--- config.mk ---
export PLATFORM = sky130hd
export DESIGN_NAME = sw_sb_ctrl
export DESIGN_NICKNAME = d
export VERILOG_FILES = /design/src/rtl/sw_sb_ctrl.sv
export SDC_FILE = /design/constraint.sdc
export NUM_CORES = 1
export LEC_CHECK = 0
export CAP_MARGIN = 20
export CORE_MARGIN = 3
export CORE_UTILIZATION = 33
export DETAILED_ROUTE_END_ITERATION = 12
export REMOVE_ABC_BUFFERS = 1
export SYNTH_ARGS = -nofsm -noshare
export SYNTH_HDL_FRONTEND = slang
export SYNTH_SLANG_ARGS = --single-unit
--- constraint.sdc ---
create_clock -name clk_i -period 5 [get_ports clk_i]
set_clock_uncertainty 0.1 [all_clocks]
set_input_delay 1 -clock clk_i [delete_from_list [all_inputs] [get_ports clk_i]]
set_output_delay 1 -clock clk_i [all_outputs]
set_load 0.02 [all_outputs]
--- src/rtl/sw_sb_ctrl.sv ---
// Bus responder for the 16 board switches: synchronise, debounce (when SW_DEBOUNCE_EN is defined),
// record per-bit change flags and raise a level interrupt request cleared by the interrupt return.
module sw_sb_ctrl #(
  parameter int DEBOUNCE_CYCLES = 100_000
) (
  input  logic        clk_i,
  input  logic        rst,
  input  logic        req_i,
  input  logic        write_enable_i,
  input  logic [31:0] addr_i,
  input  logic [31:0] write_data_i,
  output logic [31:0] read_data_o,
  input  logic [15:0] sw_i,
  output logic        interrupt_request_o,
  input  logic        interrupt_return_i
);

  localparam logic [31:0] ADDR_VALUE  = 32'h0000_0000;
  localparam logic [31:0] ADDR_CHANGE = 32'h0000_0004;
  localparam logic [31:0] ADDR_IRQ_EN = 32'h0000_0008;
  localparam logic [31:0] ADDR_RESET  = 32'h0000_0024;

  logic [15:0] sw_meta;
  logic [15:0] sw_sync;
  logic [15:0] sw_stable;
  logic [15:0] sw_stable_next;
  logic [15:0] chg_flags;
  logic [15:0] chg_set;
  logic [15:0] chg_clr;
  logic [15:0] chg_next;
  logic        irq_en;
  logic        irq_en_next;
  logic        irq_pending;
  logic        irq_pending_next;
  logic        wr;
  logic        rd;
  logic        soft_rst;
  logic [31:0] rd_mux;

  assign wr       = req_i & write_enable_i;
  assign rd       = req_i & ~write_enable_i;
  assign soft_rst = rst | (wr && addr_i == ADDR_RESET && write_data_i == 32'd1);

`ifdef SW_DEBOUNCE_EN
  localparam int              CW      = $clog2(DEBOUNCE_CYCLES);
  localparam logic [CW-1:0]   CNT_MAX = CW'(DEBOUNCE_CYCLES - 1);

  logic [15:0]   candidate;
  logic [CW-1:0] counter;

  // Any difference anywhere in the vector restarts the quiet window for all bits.
  always_ff @(posedge clk_i) begin
    if (soft_rst) begin
      candidate <= '0;
      counter   <= '0;
    end else if (sw_sync != candidate) begin
      candidate <= sw_sync;
      counter   <= '0;
    end else if (counter != CNT_MAX) begin
      counter <= counter + 1'b1;
    end
  end

  assign sw_stable_next = (counter == CNT_MAX) ? candidate : sw_stable;
`else
  logic unused_cfg;
  assign unused_cfg     = (DEBOUNCE_CYCLES > 1);
  assign sw_stable_next = sw_sync;
`endif

  // NOTE: every variable gets a default at the top of always_comb so no path infers a latch.
  always_comb begin
    chg_set = sw_stable_next ^ sw_stable;
    chg_clr = '0;
    if (wr && addr_i == ADDR_CHANGE && write_data_i <= 32'h0000_FFFF)
      chg_clr = write_data_i[15:0];
    // OR-ing the set term last makes a same-cycle change win over the W1C.
    chg_next = (chg_flags & ~chg_clr) | chg_set;

    irq_en_next = irq_en;
    if (wr && addr_i == ADDR_IRQ_EN && write_data_i < 32'd2)
      irq_en_next = write_data_i[0];

    irq_pending_next = irq_en_next &
                       ((irq_pending & ~interrupt_return_i) | (irq_en & |(chg_set & ~chg_flags)));

    case (addr_i)
      ADDR_VALUE:  rd_mux = {16'b0, sw_stable};
      ADDR_CHANGE: rd_mux = {16'b0, chg_flags};
      ADDR_IRQ_EN: rd_mux = {31'b0, irq_en};
      default:     rd_mux = '0;
    endcase
  end

  // NOTE: state flops use <= so each one samples the pre-edge value of the others.
  always_ff @(posedge clk_i) begin
    if (soft_rst) begin
      sw_meta     <= '0;
      sw_sync     <= '0;
      sw_stable   <= '0;
      chg_flags   <= '0;
      irq_en      <= 1'b0;
      irq_pending <= 1'b0;
      read_data_o <= '0;
    end else begin
      sw_meta     <= sw_i;
      sw_sync     <= sw_meta;
      sw_stable   <= sw_stable_next;
      chg_flags   <= chg_next;
      irq_en      <= irq_en_next;
      irq_pending <= irq_pending_next;
      if (rd)
        read_data_o <= rd_mux;
    end
  end

  assign interrupt_request_o = irq_pending;

endmodule

Word-level counts from Yosys, hierarchy flattened
Cells that the tools add are included.
- order comparisons: 2
- eq/ne operators: 4
- muxes and demuxes: 3
- bitwise operators: 15
- reductions and logical operators: 8
- operators by type and width (kind ; count):
    one-hot mux 16 bit (3 select lines) ; 1
    bitwise AND 16 bit ; 2
    equality test 32 x 1 -> 1 bit (second input constant) ; 1
    equality test 32 x 3 -> 1 bit (second input constant) ; 1
    equality test 32 x 4 -> 1 bit (second input constant) ; 1
    equality test 32 x 6 -> 1 bit (second input constant) ; 1
    <= comparator 32 x 16 -> 1 bit (second input constant) ; 1
    logical NOT 32 bit ; 1
    < comparator 32 x 2 -> 1 bit (second input constant) ; 1
    NOT 16 bit ; 2
    2-to-1 mux 16 bit ; 1
    bitwise OR 16 bit ; 1
    OR reduction 16 bit ; 1
    bitwise XOR 16 bit ; 1
    logical AND 1 bit ; 6
    bitwise AND 1 bit ; 5
    NOT 1 bit ; 2
    bitwise OR 1 bit ; 2
    2-to-1 mux 1 bit ; 1
- flip-flop bits (word level): 98
- bits of input ports: 85
- logic and storage cells: 39

Longest topological paths before layout
- word-level depth: 7
- depth in mapped cells: 7
- mapped depth without buffers: 5

Worst setup path after synthesis
OpenSTA, ideal clock, no wires.
- kind: input-to-reg
- from: input port addr_i[16]
- to: register read_data_o[0]
- library setup time: 66 ps
- arrival: 2608 ps
- data required time: 4834 ps
- slack: 2226 ps
- stages on the path: 5
- buffers on the path: 0
- cell sequence: nor4_2 -> nand4_1 -> or4b_4 -> or4_4 -> a21oi_2
- longest elaborated chain between the ends: 4
- RTL lines (element ; RTL line ; source):
    start: declaration ; 10 ; input logic [31:0] addr_i,
    equality test 32 x 6 -> 1 bit ; 42 ; assign soft_rst = rst | (wr && addr_i == ADDR_RESET && write_data_i == 32'd1);
    logical AND 1 bit (2 in a row) ; 42 ;
    bitwise OR 1 bit ; 42 ;
    end signal: assignment ; 113 ; read_data_o <= rd_mux;
    end: declaration ; 12 ; output logic [31:0] read_data_o,
Parallel ways exist; a longest one is shown, timed or not.
A chain may end at the register's enable or synchronous reset.

Final worst setup path
- from: input port write_enable_i
- to: register read_data_o[0]
- longest elaborated chain between the ends: 4
- RTL lines (element ; RTL line ; source):
    start: declaration ; 9 ; input logic write_enable_i,
    bitwise AND 1 bit ; 40 ; assign wr = req_i & write_enable_i;
    logical AND 1 bit (2 in a row) ; 42 ;
    bitwise OR 1 bit ; 42 ;
Parallel ways exist; a longest one is shown, timed or not.

==> out/results.ini <==
[outcome]
run_status = finished, final reports clean

[clock_network]
cts_inserted_buffers = 9
h-tree-depth = 3
postCtsHoldBufs = 0
clockBufferDepth = 2
clkTransAtPathRegs_ns = 0.08
postCtsSetupBuffers = 0
cts_resized = 0
root_buffer = clkbuf_8
cts_tree = built
cts_sinks = 82
clk_latency_ns = 0.35

[yosys]
ys_ff_latch = 82
ys_types = 31
yosysSeqAreaShare = 0.5002
yosysWarnings = 0
avgSynthCellArea_um2 = 9.797
syn_inst = 335
netlist_area_um2 = 3282

[setup_path]
startpoint = write_enable_i
cp-start-kind = primary input
timing.rr.start = sw_stable[1]$_SDFF_PP0_
crit_path_end_kind = flip-flop
ff2ff_setup_slack_ns = 3.21
reg2reg_to = interrupt_request_o$_SDFF_PP0_
cp.arrival_ns = 3.42
crit_type = in -> reg
crit_fanout = 17
reg2reg_depth = 5
critPathRequiredTime_ns = 5.18

[power]
switching_power_mw = 0.3112
swShare = 0.2418
power_frac_seq = 0.537
vdd_drop_max_mv = 0.1165
power_density_nw_per_um2 = 282.0
combPwrFrac = 0.118
p_clk_frac = 0.345
p_leak_nw = 1.572
intPower_mw = 0.9760

[routing]
ant_nets = 0
viasPerCell = 4.773
post-route-drc-count = 0
detail_route.first_pass.iterations = 4
drt-initial-drc-count = 83
drt-total-wl_mm = 8.217
dr_total_vias = 2716
routedWlPerCell_um = 14.44

[place]
dpl.hpwl_mm = 5.936
gp_routability_congestion = 0.7611
io_buffers = 101
postPlaceCellArea_um2 = 4377

[grt]
grt_pass1_wl_mm = 12.94
antenna_found_initial = 0
grtUsageTotal = 0.1477
grt_start_max_net_pins = 64
overflow = 0
first_global_vias = 2579

[final_layout]
syn_to_final_growth_pct = 39.08
final_common_cell = clkdlybuf4s50_1
drive_above_1_share = 0.07045
layout.nets = 520
layout_common_cells = clkdlybuf4s50_1 (101), dfxtp_1 (82), and2_1 (63)
num_antenna_cells = 0
fin_util = 0.4825
design_area_um2 = 4564

[sta]
worst_pin_slew_ns = 0.7300
rsz0062_at_grt = false
slew_violations = 0
finalHoldViolations = 0
setup_tns_ns = 0
whs_ns = 0.3298
fmax_ghz = 0.3087
period_minus_slack_ns = 3.240
setup_violations = 0
slew_headroom = 0.5133
period_share = 0.6479

[floorplanning]
num_rows = 35
core_area_um2 = 9459
die_area_um2 = 11180
start_util = 0.3470
die_h_um = 105.7
die-width_um = 105.7
ios = 118

[worst_hold_path]
hold_depth = 1
hold_class = reg -> reg
holdCritStartpoint = sw_meta[11]$_SDFF_PP0_
holdPathEnd = sw_stable_next[11]$_SDFF_PP0_

[job]
maxCapViolCount = 0

==> power by group through the flow <==
stage,Combinational (mW),Clock [mW],Sequential (mW)
global route,0.165,0.489,0.695
floorplan,0.0633,0,0.703
CTS,0.153,0.464,0.692
global placement,0.150,0,0.706
finish,0.152,0.444,0.691
detailed placement,0.152,0,0.707
==> worst max path at each step <==
stage	end	cells after the start
floorplan	sw_meta[0]$_SDFF_PP0_	5
detailed placement	read_data_o[0]$_SDFFE_PP0P_	6
finish	read_data_o[0]$_SDFFE_PP0P_	6
global placement	read_data_o[0]$_SDFFE_PP0P_	6
CTS	read_data_o[0]$_SDFFE_PP0P_	6
global route	read_data_o[0]$_SDFFE_PP0P_	6
==> worst max-delay path: stages <==
cell             delay, ns
clkdlybuf4s50_1       0.43
nand2b_1              0.49
a21oi_1               0.26
or4b_4                0.61
or4_4                 0.51
a21oi_2               0.11
==> synthesized netlist by cell type <==
master | n | share of area
nand2b_1 | 3 | 0.0057
nor4b_2 | 1 | 0.0046
buf_2 | 4 | 0.0061
nor2_1 | 3 | 0.0034
xnor2_1 | 16 | 0.043
nand2_1 | 17 | 0.019
nand4_1 | 3 | 0.0057
o22ai_1 | 7 | 0.013
nor2b_1 | 17 | 0.032
nor3_1 | 5 | 0.0076
clkbuf_1 | 11 | 0.013
or4_1 | 3 | 0.0069
or4_4 | 1 | 0.0034
or3_1 | 2 | 0.0038
a21o_1 | 1 | 0.0023
nor4_1 | 13 | 0.025
nand3_1 | 4 | 0.0061
o21ai_0 | 17 | 0.026
a22oi_1 | 15 | 0.034
a21oi_1 | 4 | 0.0061
conb_1 | 1 | 0.0011
dfxtp_1 | 82 | 0.50
mux2i_1 | 1 | 0.0031
inv_1 | 1 | 0.0011
a21oi_2 | 1 | 0.0027
and2_1 | 63 | 0.12
a31oi_1 | 1 | 0.0019
or4b_4 | 1 | 0.0042
a311oi_1 | 16 | 0.043
nor4_2 | 5 | 0.019
buf_4 | 16 | 0.037
==> per-layer routing <==
| layer | GRT usage | wire [um] | part of all wire | vias to the layer above |
|---|---|---|---|---|
| met5 | 0 | 0 | 0 | - |
| met4 | 0.04810 | 122 | 0.015 | 0 |
| met3 | 0.05573 | 562 | 0.068 | 12 |
| met2 | 0.2391 | 3880 | 0.47 | 85 |
| met1 | 0.1810 | 3651 | 0.44 | 1264 |
| li1 | - | - | - | 1355 |
==> layout make-up <==
class | instances | area, um^2
fillers | 937 | 4895
flip-flops and latches | 82 | 1642
multi-input cells | 236 | 1529
repair buffers | 105 | 1041
well taps | 129 | 161.4
clock buffers | 11 | 151.4
clock inverters | 5 | 36.28
inverters | 1 | 3.754
==> kinds of logic (layout without fill, tap and decap cells) <==
group | count (synthesis) | in the layout | share of synthesized area
XOR/XNOR | 16 | 16 | 0.04270
other | 1 | 16 | 0.001143
AO/OA/AOI/OAI | 62 | 62 | 0.1292
multiplexers | 1 | 1 | 0.003050
AND/OR/NAND/NOR | 141 | 141 | 0.2672
flip-flops | 82 | 82 | 0.5002
buffers and inverters | 32 | 122 | 0.05642
==> flip-flops by register name, indices dropped and copies added, names as in the netlist <==
signal               flops
chg_flags               16
interrupt_request_o      1
irq_en                   1
read_data_o             16
sw_meta                 16
sw_stable               16
sw_stable_next          16
==> through the flow <==
| step | setup slack, ns | cells | power [mW] |
|---|---|---|---|
| after floorplan | 1.600 | 319 | 0.7667 |
| after global placement | 1.453 | 553 | 0.8563 |
| after detailed placement | 1.380 | 553 | 0.8591 |
| after CTS | 1.755 | 569 | 1.308 |
| after global routing | 1.628 | 569 | 1.349 |
| final | 1.760 | 569 | 1.287 |
No activity file was read; power rests on OpenSTA's default activity.
